## src/rtl/conv_encoder_k3.sv

```systemverilog
// ---------------------------------------------------------------------------
// conv_encoder_k3
//
// Rate-1/2, constraint-length-3 convolutional encoder. One information word
// is accepted per frame and encoded MSB-first. Each encoding cycle emits one
// {g1,g2} symbol and also writes it into the assembled codeword. The first
// symbol lands in the codeword MSBs. No tail bits are appended.
//
// Ports
//   i_clk        rising-edge clock
//   i_rst_n      synchronous reset, active-low
//   i_start      start request; accepted only on a 0->1 transition while idle
//   i_data       information word, captured on accept
//   o_sym        current symbol {g1,g2}; holds its last value when not valid
//   o_sym_valid  o_sym carries a new symbol this cycle
//   o_code       assembled codeword, first symbol in the MSBs
//   o_busy       frame in progress (state ENC or DONE)
//   o_done       one-cycle pulse after the codeword is complete
//   o_dbg_state  current FSM state (IDLE=0, ENC=1, DONE=2)
//
// Handshake: the accept is edge-qualified. i_start is sampled every clock
// into a one-bit history flop. A frame begins only at an edge where the
// state is IDLE, i_start=1, and i_start was 0 at the previous edge. There
// is no backpressure on the symbol output: o_sym_valid marks each symbol
// for exactly one cycle.
// ---------------------------------------------------------------------------
module conv_encoder_k3 #(
  parameter int             SIZE_DATA_IN  = 8,
  parameter int             SIZE_DATA_OUT = 16,
  parameter int             SIZE_SYM      = 2,
  parameter logic [2:0]     G1            = 3'b111,
  parameter logic [2:0]     G2            = 3'b101
) (
  input  logic                     i_clk,
  input  logic                     i_rst_n,
  input  logic                     i_start,
  input  logic [SIZE_DATA_IN-1:0]  i_data,
  output logic [SIZE_SYM-1:0]      o_sym,
  output logic                     o_sym_valid,
  output logic [SIZE_DATA_OUT-1:0] o_code,
  output logic                     o_busy,
  output logic                     o_done,
  output logic [1:0]               o_dbg_state
);

  localparam int CW = $clog2(SIZE_DATA_IN + 1);

  typedef enum logic [1:0] {
    IDLE = 2'd0,
    ENC  = 2'd1,
    DONE = 2'd2
  } state_t;

  state_t                   state_q,     state_d;
  logic [SIZE_DATA_IN-1:0]  data_q,      data_d;
  logic [1:0]               s_q,         s_d;
  logic [CW-1:0]            cnt_q,       cnt_d;
  logic                     start_prev_q, start_prev_d;
  logic [SIZE_SYM-1:0]      sym_q,       sym_d;
  logic                     sym_valid_q, sym_valid_d;
  logic [SIZE_DATA_OUT-1:0] code_q,      code_d;
  logic                     done_q,      done_d;

  logic                     accept;
  logic                     u;
  logic                     g1;
  logic                     g2;

  assign accept = (state_q == IDLE) && i_start && !start_prev_q;

  // The latched word is shifted left once per encoded bit, so the MSB is
  // always the current information bit.
  assign u  = data_q[SIZE_DATA_IN-1];
  assign g1 = ^(G1 & {u, s_q});
  assign g2 = ^(G2 & {u, s_q});

  always_comb begin
    state_d      = state_q;
    data_d       = data_q;
    s_d          = s_q;
    cnt_d        = cnt_q;
    start_prev_d = i_start;
    sym_d        = sym_q;
    sym_valid_d  = 1'b0;
    code_d       = code_q;
    done_d       = 1'b0;

    unique case (state_q)
      IDLE: begin
        if (accept) begin
          data_d  = i_data;
          s_d     = 2'b00;
          cnt_d   = '0;
          code_d  = '0;
          state_d = ENC;
        end
      end
      ENC: begin
        sym_d       = {g1, g2};
        sym_valid_d = 1'b1;
        // Symbol k goes to code bits [SIZE_DATA_OUT-1-2k -: 2].
        for (int k = 0; k < SIZE_DATA_IN; k++) begin
          if (cnt_q == CW'(k)) begin
            code_d[SIZE_DATA_OUT-1-2*k -: SIZE_SYM] = {g1, g2};
          end
        end
        s_d    = {u, s_q[1]};
        data_d = {data_q[SIZE_DATA_IN-2:0], 1'b0};
        cnt_d  = cnt_q + CW'(1);
        if (cnt_q == CW'(SIZE_DATA_IN - 1)) begin
          state_d = DONE;
        end
      end
      DONE: begin
        done_d  = 1'b1;
        state_d = IDLE;
      end
      default: begin
        state_d = IDLE;
      end
    endcase
  end

  always_ff @(posedge i_clk) begin
    if (!i_rst_n) begin
      state_q      <= IDLE;
      data_q       <= '0;
      s_q          <= 2'b00;
      cnt_q        <= '0;
      start_prev_q <= 1'b0;
      sym_q        <= '0;
      sym_valid_q  <= 1'b0;
      code_q       <= '0;
      done_q       <= 1'b0;
    end else begin
      state_q      <= state_d;
      data_q       <= data_d;
      s_q          <= s_d;
      cnt_q        <= cnt_d;
      start_prev_q <= start_prev_d;
      sym_q        <= sym_d;
      sym_valid_q  <= sym_valid_d;
      code_q       <= code_d;
      done_q       <= done_d;
    end
  end

  assign o_sym       = sym_q;
  assign o_sym_valid = sym_valid_q;
  assign o_code      = code_q;
  assign o_busy      = (state_q != IDLE);
  assign o_done      = done_q;
  assign o_dbg_state = state_q;

endmodule

```

## config.mk

```make
export PLATFORM = sky130hd
export DESIGN_NAME = conv_encoder_k3
export DESIGN_NICKNAME = d
export VERILOG_FILES = /design/src/rtl/conv_encoder_k3.sv
export SDC_FILE = /design/constraint.sdc
export NUM_CORES = 1
export LEC_CHECK = 0
export CORE_MARGIN = 5
export CORE_UTILIZATION = 35
export CTS_BUF_LIST = sky130_fd_sc_hd__clkbuf_16
export DETAILED_ROUTE_END_ITERATION = 8
export GPL_ROUTABILITY_DRIVEN = 0
export PLACE_DENSITY = 0.59
export SYNTH_ARGS = -nofsm -noshare
export SYNTH_HDL_FRONTEND = slang
export SYNTH_SLANG_ARGS = --single-unit
```

## constraint.sdc

```tcl
create_clock -name i_clk -period 2 [get_ports i_clk]
set_input_delay 0.2 -clock i_clk [delete_from_list [all_inputs] [get_ports i_clk]]
set_output_delay 0.2 -clock i_clk [all_outputs]
set_load 0.05 [all_outputs]
```

==> flow_summary_export.csv <==
group,metric,value,unit
critical_path,cp_cell_sequence,"clkdlybuf4s50_1",
critical_path,cp_top_family,"buffers and inverters",
routing,ant_nets,0,
cells_and_area,num-fill-cells,477,
floorplanning,start_util,0.363,
timing,clock_skew,5.07,ps
logic_synthesis,avgSynthCellArea,9.19,um^2
power_and_ir_drop,power.share.sequential,0.407,
critical_path,cp_max_fo,2,
clock_tree,clock_latency,280,ps
power_and_ir_drop,p_int,1.47,mW
clock_tree,htree_levels,2,
min_path,hp-class,"reg2reg",
critical_path,critPathKind,"reg2out",
logic_synthesis,synth_edf_count,0,
clock_tree,postCtsSetupRepairBufs,0,
power_and_ir_drop,total_power,1.95,mW
logic_synthesis,syn_inst,188,
floorplanning,fp.dieArea,6440,um^2
logic_synthesis,synth_top_family_by_area,"simple AND/OR/NAND/NOR gates",
cells_and_area,final_nets,235,
logic_synthesis,synth_cell_types,36,
logic_synthesis,synth-seq-cells,37,
routing,firstDrtPassIters,4,
cells_and_area,synthToLayoutAreaGrowth,31.1,%
floorplanning,die_h,80.3,um
placement,port_buffers,33,
logic_synthesis,synthAdderAreaFrac,0.0290,
logic_synthesis,syn_nets,203,
floorplanning,io_pins,34,
job,cap_violations,0,
critical_path,worstSetupStartpointType,"register",
timing,max_freq,610,MHz
clock_tree,clk_pin_slew_worst_paths,60,ps
logic_synthesis,syn_area,1730,um^2
critical_path,required,1800,ps
critical_path,critPathBufInv,1,
critical_path,cp_slowest_cell,"clkdlybuf4s50_1",
logic_synthesis,synth-xor-area-share,0.0188,
global_route,grt_pass1_vias,1487,
routing,drcViolationCount,0,
timing,slew_headroom,0.649,
logic_synthesis,ys.flop_type,"dfxtp_1",
global_route,grt_overflow,0,
power_and_ir_drop,p_per_area,861,nW/um^2
logic_synthesis,async_flop_share,0,
global_route,grt_max_degree,27,
logic_synthesis,ys_seq_area_frac,0.429,
placement,dp_hpwl,2640,um
routing,drt-total-wl,3960,um
cells_and_area,final_util,0.476,
timing,min_period,1640,ps
clock_tree,cts_buffers,5,
logic_synthesis,ys_warn_count,0,
floorplanning,num_rows,25,
critical_path,slowest_delay,810,ps
power_and_ir_drop,leakagePower,0.860,nW
routing,first_iter_violations,52,
power_and_ir_drop,pwr-share-clk,0.446,
cells_and_area,drive_gt1_frac,0.118,
clock_tree,cts_tree,"yes",
cells_and_area,diodes,0,
critical_path,cp-end-kind,"primary output",
power_and_ir_drop,pwr-share-comb,0.146,
global_route,antenna_found_initial,0,
routing,post_drt_via_cell_ratio,4.92,
run_status,status,"complete, no violations",
timing,slew_viol_final,0,
timing,hold_violations,0,
routing,wl_per_cell,13.8,um
global_route,grtUsageTotal,0.144,
timing,tightestPinTransition,526,ps
placement,place_inst,280,
clock_tree,holdBufCountCts,0,
power_and_ir_drop,p_switching,0.480,mW
power_and_ir_drop,ir_drop,395,uV
clock_tree,clockBufferDepth,2,
critical_path,cp.arrival,1440,ps
routing,vias,1416,
timing,finalSetupViolations,0,
power_and_ir_drop,swShare,0.246,
logic_synthesis,yosys.area_share.simple,0.266,
clock_tree,clkSinkCount,37,
timing,rsz0062_at_grt,"false",
clock_tree,clock-root-buffer,"clkbuf_16",
floorplanning,coreArea,4750,um^2
logic_synthesis,synth-compound-area-share,0.116,
timing,fin_tns_setup,0,ps
cells_and_area,layout.cells.non_filler,288,
global_route,grt_pass1_wl,7160,um
timing,fin_crit_sh,0.820,
clock_tree,ctsResizeCount,0,
logic_synthesis,synthMuxAreaShare,0.0768,
floorplanning,die-width,80.3,um
[state kept, by name, indices dropped and copies added, names as in the netlist]
signal / cells
o_dbg_state: 2
data_q: 8
o_done: 1
o_sym_valid: 1
start_prev_q: 1
cnt_q: 4
o_sym: 2
s_q: 2
o_code: 16
[synthesized netlist by cell type (2+ instances only)]
| cell type | count | area [um^2] |
|---|---|---|
| a21oi_1 | 8 | 40.0 |
| a21oi_2 | 4 | 35.0 |
| a311oi_1 | 7 | 61.3 |
| a31oi_1 | 2 | 12.5 |
| and2_1 | 6 | 37.5 |
| buf_2 | 3 | 15.0 |
| buf_4 | 4 | 30.0 |
| buf_6 | 3 | 33.8 |
| clkbuf_1 | 5 | 18.8 |
| dfxtp_1 | 37 | 741 |
| ha_1 | 4 | 50.1 |
| inv_1 | 4 | 15.0 |
| mux2i_1 | 11 | 110 |
| nand2_1 | 36 | 135 |
| nand3_1 | 15 | 75.1 |
| nand4bb_1 | 3 | 33.8 |
| nor2_1 | 5 | 18.8 |
| nor3_1 | 8 | 40.0 |
| o22ai_1 | 5 | 31.3 |
| or3_1 | 2 | 12.5 |
[cells by family after synthesis]
kind of cell	count (synthesis)
compound gates	28
xor+xnor	2
simple gates	86
fa+ha+maj	4
mux	12
buf+inv	19
flops	37
[per-layer routing]
metal	share of wire	vias to the layer above	global-route usage
li1	-	719	-
met1	0.48	655	0.181
met2	0.44	32	0.211
met3	0.049	10	0.0460
met4	0.033	0	0.0929
met5	0	-	0
[through the flow]
| stage | area [um^2] | worst slack [ps] | hold slack, ps |
|---|---|---|---|
| 2_1_floorplan | 1730 | 323 | 322 |
| 3_5_place_dp | 2100 | 237 | 447 |
| 4_1_cts | 2260 | 350 | 461 |
| 3_3_place_gp | 2100 | 255 | 448 |
| 6_report | 2260 | 360 | 456 |
| 5_1_grt | 2260 | 253 | 485 |
[power groups by stage]
stage,Clock [mW],Combinational (mW),Sequential [mW]
3_3_place_gp,0,0.285,0.809
3_5_place_dp,0,0.287,0.810
2_1_floorplan,0,0.173,0.844
5_1_grt,0.929,0.313,0.799
4_1_cts,0.895,0.289,0.794
6_report,0.870,0.285,0.794
[placed cells by master (no fill, tap or decap), types with 6 or more instances in the layout]
cell | netlist | routed
a21oi_1 | 8 | 8
a311oi_1 | 7 | 7
and2_1 | 6 | 6
buf_4 | 4 | 9
clkdlybuf4s50_1 | 0 | 30
dfxtp_1 | 37 | 37
mux2i_1 | 11 | 11
nand2_1 | 36 | 36
nand3_1 | 15 | 15
nor3_1 | 8 | 8
[layout make-up]
type / count / area, um^2 / share of cell area
Timing Repair Buffer: 40 / 388 / 0.171
Tap cell: 67 / 83.8 / 0.0370
Inverter: 4 / 15.0 / 0.00663
Clock buffer: 5 / 125 / 0.0552
Clock inverter: 3 / 37.5 / 0.0166
Multi-Input combinational cell: 132 / 875 / 0.386
Sequential cell: 37 / 741 / 0.327
[worst paths after layout]
kind	start	cells past startpoint	slack, ps	endpoint
worst min register to register	o_sym[1]	2	460	o_sym[1]
worst min-delay path	o_sym[1]	2	460	o_sym[1]
worst max-delay path	o_code[11]	1	360	o_code[11]
worst max register to register	o_dbg_state[0]	4	370	o_code[0]
No activity file was read; power rests on OpenSTA's default activity.
